===== config.mk =====
export PLATFORM = sky130hd
export DESIGN_NAME = xdma_bypass_splitter
export DESIGN_NICKNAME = d
export VERILOG_FILES = /design/src/rtl/xdma_bypass_splitter.sv
export SDC_FILE = /design/constraint.sdc
export NUM_CORES = 1
export LEC_CHECK = 0
export BUFFER_PORTS_ARGS = -buffer_cell sky130_fd_sc_hd__buf_4
export CORE_UTILIZATION = 25
export DETAILED_ROUTE_END_ITERATION = 16
export PLACE_DENSITY_LB_ADDON = 0.15
export SLEW_MARGIN = 20
export SYNTH_ARGS = -nofsm -noshare
export SYNTH_HDL_FRONTEND = slang
export SYNTH_SLANG_ARGS = --single-unit

===== constraint.sdc =====
create_clock -name aclk -period 13.2 [get_ports aclk]
set_input_delay 2.64 -clock aclk [delete_from_list [all_inputs] [get_ports aclk]]
set_output_delay 2.64 -clock aclk [all_outputs]
set_load 0.01 [all_outputs]

===== src/rtl/xdma_bypass_splitter.sv =====
// xdma_bypass_splitter: cuts host DMA requests into 2^CHUNK_BITS-aligned XDMA bypass descriptors
// Ports: aclk/areset clock and async active-high reset; req_addr/req_len/req_ctl/req_valid/req_ready
// request in, req_done pulse when all its descriptors completed; x_addr/x_len/x_ctl/x_valid/x_ready
// descriptor out, x_status[1] completion pulse in; busy, outstanding count, sticky err_spurious.
module xdma_bypass_splitter #(
  parameter int ADDR_BITS = 64,
  parameter int LEN_BITS = 28,
  parameter int CHUNK_BITS = 12,
  parameter int N_OUTSTANDING = 16
) (
  input  logic                             aclk,
  input  logic                             areset,
  input  logic [ADDR_BITS-1:0]             req_addr,
  input  logic [LEN_BITS-1:0]              req_len,
  input  logic [15:0]                      req_ctl,
  input  logic                             req_valid,
  output logic                             req_ready,
  output logic                             req_done,
  output logic [ADDR_BITS-1:0]             x_addr,
  output logic [LEN_BITS-1:0]              x_len,
  output logic [15:0]                      x_ctl,
  output logic                             x_valid,
  input  logic                             x_ready,
  input  logic [7:0]                       x_status,
  output logic                             busy,
  output logic [$clog2(N_OUTSTANDING):0]   outstanding,
  output logic                             err_spurious
);
  localparam int OW = $clog2(N_OUTSTANDING) + 1;
  typedef enum logic [1:0] {IDLE, ISSUE, DRAIN, DONE} state_t;
  state_t state, state_nx;
  logic [ADDR_BITS-1:0] cur_addr, src_addr;
  logic [LEN_BITS-1:0] rem, src_rem, chunk;
  logic [LEN_BITS:0] room;
  logic [15:0] ctl, src_ctl;
  logic hs, comp, dec, load;
  logic [OW-1:0] out_nx;
  logic unused_status;
  assign unused_status = ^{x_status[7:2], x_status[0]};
  assign hs = x_valid & x_ready;
  assign comp = x_status[1];
  // a completion with nothing outstanding is not counted, only flagged
  assign dec = comp & (outstanding != '0);
  assign out_nx = outstanding + OW'(hs) - OW'(dec);
  // in IDLE the first descriptor is built straight from the request so it appears the next cycle
  assign src_addr = (state == IDLE) ? req_addr : cur_addr;
  assign src_rem = (state == IDLE) ? req_len : rem;
  assign src_ctl = (state == IDLE) ? req_ctl : ctl;
  assign room = (LEN_BITS+1)'(2**CHUNK_BITS) - (LEN_BITS+1)'(src_addr[CHUNK_BITS-1:0]);
  assign chunk = ({1'b0, src_rem} < room) ? src_rem : room[LEN_BITS-1:0];
  // load when the slot frees this cycle and the new descriptor still fits the outstanding window
  assign load = ((state == IDLE) ? req_valid : (state == ISSUE)) && (src_rem != '0)
                && (!x_valid || x_ready) && (out_nx < OW'(N_OUTSTANDING));
  assign req_ready = (state == IDLE);
  assign busy = (state != IDLE);
  assign req_done = (state == DONE);
  always_comb begin
    state_nx = state;
    state_nx = (state == IDLE)  ? (req_valid ? ((req_len == '0) ? DRAIN : ISSUE) : IDLE) :
               (state == ISSUE) ? ((hs && x_ctl[0]) ? DRAIN : ISSUE) :
               (state == DRAIN) ? ((out_nx == '0) ? DONE : DRAIN) : IDLE;
  end
  always_ff @(posedge aclk or posedge areset) begin
    if (areset) state <= IDLE;
    else state <= state_nx;
  end
  always_ff @(posedge aclk or posedge areset) begin
    if (areset) begin
      cur_addr <= '0;
      rem <= '0;
      ctl <= '0;
      x_addr <= '0;
      x_len <= '0;
      x_ctl <= '0;
      x_valid <= 1'b0;
      outstanding <= '0;
      err_spurious <= 1'b0;
    end else begin
      outstanding <= out_nx;
      err_spurious <= err_spurious | (comp & (outstanding == '0));
      if (hs) x_valid <= 1'b0;
      if (state == IDLE && req_valid) ctl <= req_ctl;
      if (load) begin
        x_addr <= src_addr;
        x_len <= chunk;
        x_ctl <= {src_ctl[15:1], chunk == src_rem};
        x_valid <= 1'b1;
        cur_addr <= src_addr + ADDR_BITS'(chunk);
        rem <= src_rem - chunk;
      end
    end
  end
endmodule


==> impl_metrics.toml, run 1 <==
[run_status]
status = "finished, final reports clean"

[min_path]
whs_path_depth = 1
worstHoldEndpoint = "err_spurious"
hold_path.class = "reg2reg"
min-delay-start = "err_spurious"

[yosys]
synthArstFlopShare_pct = 100
yosys_register_bits = 224
synth-edff-count = 0
synth_ff_type = "dfrtp_1"
ys_seq_area_share_pct = 37.6
yosysWarnings = 0
synth_area_mm2 = 0.0149
yosysUniqueCellTypes = 80
synthCells = 1802
avgSynthCellArea_um2 = 8.28

[timing]
clock.fmax_ghz = 0.111
setup_viol_count_final = 0
tightest_slew_ps = 1030
hold_viol_final = 0
setup_slack_ps = 4170
rsz0062_at_grt = "false"
finalSetupTns_ps = 0
drv_slew = 0
fin_crit_ps = 9030
max-slew-margin-rel_pct = 30.9
finClkSkew_ps = 22.6
fin_crit_sh_pct = 68.4

[power_and_ir_drop]
combPwrFrac_pct = 64.0
sequentialPowerShare_pct = 21.0
swShare_pct = 49.5
power.density_mw_per_mm2 = 319
vdd.ir_drop.worst_uv = 161
clkPwrFrac_pct = 15.0
p_leak_nw = 8.46
internal_power_mw = 2.97
netSwitchingPower_mw = 2.92

[worst_setup_path]
cp-end-kind = "register"
cp-start-kind = "primary input"
arrival_ps = 9530
reg2reg_depth = 24
timing.rr.start = "state[1]"
crit_fanout = 13
critPathRequiredTime_ps = 13700
rrSetupSlack_ps = 5110
crit_type = "in2reg"
rr_endpoint = "cur_addr[45]"

[cts]
clockBufferDepth = 3
root_buffer = "clkbuf_16"
clk_latency_ps = 600
clock-sinks = 224
cts_tree = "done"
post-cts-setup-buffer-count = 0
path_clk_slew_ps = 60
cts_resized = 0
ctsHoldBuffers = 0
h-tree-depth = 1
cts_buffers = 31

[finish]
syn2layout_area_growth_pct = 23.8
layout-drive-gt1-share_pct = 17.9
nNetsFinal = 2181
nFillCells = 6320

[drt]
drt_iter0_markers = 824
drcViolationCount = 0
firstDrtPassIters = 5
postRouteAntennaNets = 0
wl_per_cell_um = 18.4
drt_wl_total_um = 51500
viasPerCell = 4.98
vias = 13900

[floorplanning]
num_io_pins = 238
die_y_um = 246
die_area_mm2 = 0.0606
num_rows = 89
die_w_um = 246
start_util_pct = 25.3
core_area_mm2 = 0.0590

[global_route]
grt_pass1_vias = 13700
antenna_found_initial = 3
grt_max_degree = 102
grt_overflow = 0
grt_use_total_pct = 16.8
grt_pass1_wl_um = 80400

[place]
dp_hpwl_um = 37000
io_buffers = 229
place_ws_ps = 3430
gp_congestion = 0.839

[run]
cap_viol_max_count = 0
## worst max path at each step
stage	start	cells past startpoint	slack (ps)	to
2_1_floorplan	areset	1	4430	ctl[10]
3_5_place_dp	req_addr[0]	23	3430	cur_addr[49]
4_1_cts	req_addr[0]	23	4090	cur_addr[49]
6_report	req_addr[0]	23	4170	cur_addr[45]
3_3_place_gp	req_addr[0]	23	3560	cur_addr[49]
5_1_grt	req_addr[0]	23	3520	cur_addr[49]
## cell usage in the layout (no fill, tap or decap), types with 10 or more instances in the layout
master	synthesis	routed
a21o_1	15	15
a21oi_1	86	86
a31oi_1	47	47
and2_1	40	40
and3_1	15	15
buf_4	6	247
clkbuf_16	0	31
conb_1	1	15
dfrtp_1	224	224
ha_1	60	60
inv_1	57	56
mux2_2	42	42
mux2i_1	63	63
nand2_1	363	363
nand2b_1	12	12
nand3_1	37	37
nand4_1	12	12
nor2_1	149	149
nor3_1	36	36
nor4_1	17	17
o2111ai_1	12	12
o211ai_1	33	33
o21ai_0	151	151
o31ai_1	12	12
or3_1	10	10
or4_1	10	10
xnor2_1	28	28
xor2_1	20	20
## per-layer routing
layer | global-route usage [%] | routed length [um] | vias to the layer above
met3 | 2.58 | 2440 | 72
met2 | 27.4 | 24000 | 315
li1 | - | - | 6807
met5 | 0 | 19 | -
met4 | 4.45 | 1080 | 4
met1 | 22.8 | 24000 | 6745
## power groups by stage
stage          sequential (mW)  combinational, mW  clock, mW
4_1_cts                   1.24               3.81      0.919
5_1_grt                   1.28               4.25      0.944
6_report                  1.24               3.77      0.883
3_5_place_dp              1.25               3.79          0
2_1_floorplan             1.26               2.64          0
3_3_place_gp              1.24               3.74          0
## cell type report
cell class / count / area, um2 / share of cell area [%]
Multi-Input combinational cell: 1435 / 8720 / 47.2
Antenna cell: 2 / 5.00 / 0.0271
Timing Repair Buffer: 248 / 1870 / 10.1
Tap cell: 773 / 967 / 5.24
Inverter: 58 / 228 / 1.23
Clock buffer: 42 / 867 / 4.70
Sequential cell: 224 / 5610 / 30.4
Clock inverter: 16 / 201 / 1.09
## sequential cells by signal, summed over array words and instances, names as in the netlist
name / flops
x_valid: 1
state: 2
x_addr: 64
rem: 28
outstanding: 5
x_ctl: 16
ctl: 15
cur_addr: 64
x_len: 28
err_spurious: 1
## worst max-delay path, stage by stage
cell	delay (ps)
buf_4	110
mux2i_1	360
o21ai_1	300
nor4_1	560
and4_1	320
xnor2_1	110
ha_1	250
a211oi_1	200
o21ai_0	130
o211ai_1	130
nand4_2	480
mux2i_1	590
inv_1	210
ha_1	330
a211oi_1	380
o211ai_1	210
a311oi_1	270
buf_4	190
a211oi_1	190
nor2_1	770
nor2_1	220
or4_1	450
o211a_1	120
## metrics by stage
stage	instance area [um2]	utilization [%]	hold WS (ps)	std cells	total power, mW
after CTS	18500	31.3	476	2796	5.97
final	18500	31.3	471	2798	5.89
after global placement	17400	29.5	443	2738	4.98
after detailed placement	17400	29.5	465	2738	5.04
after global routing	18500	31.3	491	2797	6.48
after floorplan	15000	-	445	1816	3.89
## cell families (layout without fill, tap and decap cells)
group / after synthesis / after routing / share of synthesized area, %
and+or+nand+nor: 751 / 751 / 23.1
other: 1 / 17 / 0.0251
buffers and inverters: 157 / 364 / 4.35
adders and majority gates: 63 / 63 / 5.44
DFF: 224 / 224 / 37.6
xor gates and xnor gates: 48 / 48 / 2.82
muxes: 105 / 105 / 7.40
AOI/OAI and AO/OA: 453 / 453 / 19.3
## cell usage after synthesis, types with 12 or more instances
cell	instances	area share, %
and2_1	40	1.7
nand4_1	12	0.50
a21oi_1	86	2.9
o211ai_1	33	1.7
mux2_2	42	3.2
mux2i_1	63	4.2
xor2_1	20	1.2
o2111ai_1	12	0.70
buf_2	30	1.0
nand3_1	37	1.2
a31oi_1	47	2.0
nor3_1	36	1.2
inv_1	57	1.4
nor4_1	17	0.71
o21ai_0	151	5.1
and3_1	15	0.63
nor2_1	149	3.8
ha_1	60	5.0
nand2_1	363	9.1
xnor2_1	28	1.6
o31ai_1	12	0.60
dfrtp_1	224	38
nand2b_1	12	0.50
a21o_1	15	0.76
clkbuf_1	57	1.4
Note: power is estimated with default switching activity, not from simulation.
==> run 2, diff against run 1 <==
- clock period: 13.2 -> 8 ns (I/O delays scaled with it)
==> run 2 against run 1 <==
Against the previous run: critical path depth up 1; routed wire length up 1.7%; worst hold slack worse by 11 ps; highest routed layer unchanged; clock power up 55%; sequential share of layout area down 0.24 points; first-iteration DRC count up 20%; sequential power up 65%; clock skew down 4.8 ps; combinational power up 70%; count of clock-buffer cells in the layout down 3.
==> impl_metrics.toml, run 2 (synthesized netlist as in run 1, its figures left out) <==
[place]
gp_congestion = 0.838
io_buffers = 229
dp_hpwl_um = 37500

[cts]
clockBufferDepth = 3
path_clk_slew_ps = 60
cts_tree = "done"
ctsHoldBuffers = 0
cts_buffers = 30
h-tree-depth = 1
cts_resized = 0
clock-sinks = 224
root_buffer = "clkbuf_16"
post-cts-setup-buffer-count = 0
clk_latency_ps = 590

[finish]
syn2layout_area_growth_pct = 24.8
final_cell_mix = "nand2_1, buf_4, dfrtp_1, o21ai_0, nor2_1"
postLayoutCoreUtil_pct = 31.5
final_common_cell = "nand2_1"
n_antenna_cell = 0
top_regs = "cur_addr x64, x_addr x64"
nFillCells = 6310
nNetsFinal = 2210
layout-drive-gt1-share_pct = 18.9

[timing]
drv_slew = 0
max-slew-margin-rel_pct = 29.4
tightest_slew_ps = 1060
rsz0062_at_grt = "false"
fin_crit_ps = 7260
setup_viol_count_final = 0
fin_crit_sh_pct = 90.8
hold_viol_final = 0
clock.fmax_ghz = 0.138
finalSetupTns_ps = 0
finClkSkew_ps = 17.8

[global_route]
grt_pass1_vias = 14000
grt_use_total_pct = 17.1
antenna_found_initial = 4
grt_overflow = 0
grt_max_degree = 133
grt_pass1_wl_um = 82000

[drt]
drt_iter0_markers = 991
wl_met3_um = 2890
vias = 14100
postRouteAntennaNets = 0
met1Wirelength_um = 24200
drt_wl_total_um = 52400
wl_per_cell_um = 18.6
top_layer = "met5"
viasPerCell = 4.98
drcViolationCount = 0
wl_met2_um = 24200
firstDrtPassIters = 5

[floorplanning]
start_util_pct = 25.3
core_area_mm2 = 0.0590
num_rows = 89
num_io_pins = 238
die_y_um = 246
die_area_mm2 = 0.0606
die_w_um = 246

[worst_setup_path]
critPathRequiredTime_ps = 8450
timing.rr.start = "state[1]"
arrival_ps = 7720
rrSetupSlack_ps = 810
crit_type = "in2reg"
cp-end-kind = "register"
reg2reg_depth = 24
cp-start-kind = "primary input"
rr_endpoint = "cur_addr[63]"
crit_fanout = 13

[run_status]
status = "finished, final reports clean"

[power_and_ir_drop]
power.total_mw = 9.83
power.density_mw_per_mm2 = 528
p_leak_nw = 8.55
vdd.ir_drop.worst_uv = 382

[min_path]
whs_path_depth = 1
worstHoldEndpoint = "err_spurious"
min-delay-start = "err_spurious"
hold_path.class = "reg2reg"

[run]
cap_viol_max_count = 0
[run 2: cell count changes in the layout (fill, tap and decap cells not counted), moves of 2 or more]
cell        previous run  this run
buf_4                247       276
clkbuf_1               6         4
clkinv_4               0         2
clkinvlp_4             1         5
clkinv_2               9         5
diode_2                2         0
bufinv_16              4         2
[run 2: how the worst max path moves through the flow]
stage,startpoint,slack (ps),endpoint
6_report,req_addr[4],740,cur_addr[63]
5_1_grt,state[1],330,cur_addr[63]
4_1_cts,state[1],780,cur_addr[63]
3_5_place_dp,req_addr[4],180,cur_addr[63]
3_3_place_gp,req_addr[4],340,cur_addr[63]
2_1_floorplan,areset,270,ctl[10]
[run 2: layout make-up]
cell class / instances / area (um2) / share of cell area [%]
tap: 773 / 967 / 5.20
sequential: 224 / 5610 / 30.1
inverter: 58 / 228 / 1.22
multi-input combinational: 1435 / 8710 / 46.8
clock buffer: 39 / 846 / 4.54
timing repair buffer: 278 / 2110 / 11.3
clock inverter: 14 / 140 / 0.753
[run 2: worst max-delay path: stages]
cell and delay, ps:
buf_4 120, nor4_1 300, a21oi_1 160, nor2_1 170, nand3_1 150, nor4_1 380
xnor2_1 210, ha_1 310, a211oi_1 210, o21ai_0 140, o211ai_1 120, nand4_2 260
buf_4 300, mux2i_1 160, ha_1 400, nand2_1 100, o21ai_0 230, a311oi_1 130
buf_4 170, a211oi_1 720, or2_2 450, nand4_1 340, nor3b_1 260, a211o_1 300
[run 2: report_power, final]
part	switching (mW)	internal (mW)	total, mW
logic	3.96	2.46	6.42
registers	0.357	1.68	2.04
clock network	0.564	0.804	1.37
[run 2: stage by stage]
step           instances  worst slack, ps  hold slack, ps  cell area [um2]
2_1_floorplan       1816              266             445            15000
3_3_place_gp        2768              340             445            17600
3_5_place_dp        2768              178             453            17600
4_1_cts             2821              784             466            18600
5_1_grt             2821              330             490            18600
6_report            2821              737             460            18600
[run 2: routing by layer]
metal  vias to the layer above  GRT usage [%]
met5                         -              0
met4                         8           4.34
met3                        69           3.28
met2                       312           27.8
met1                      6809           23.3
li1                       6862              -
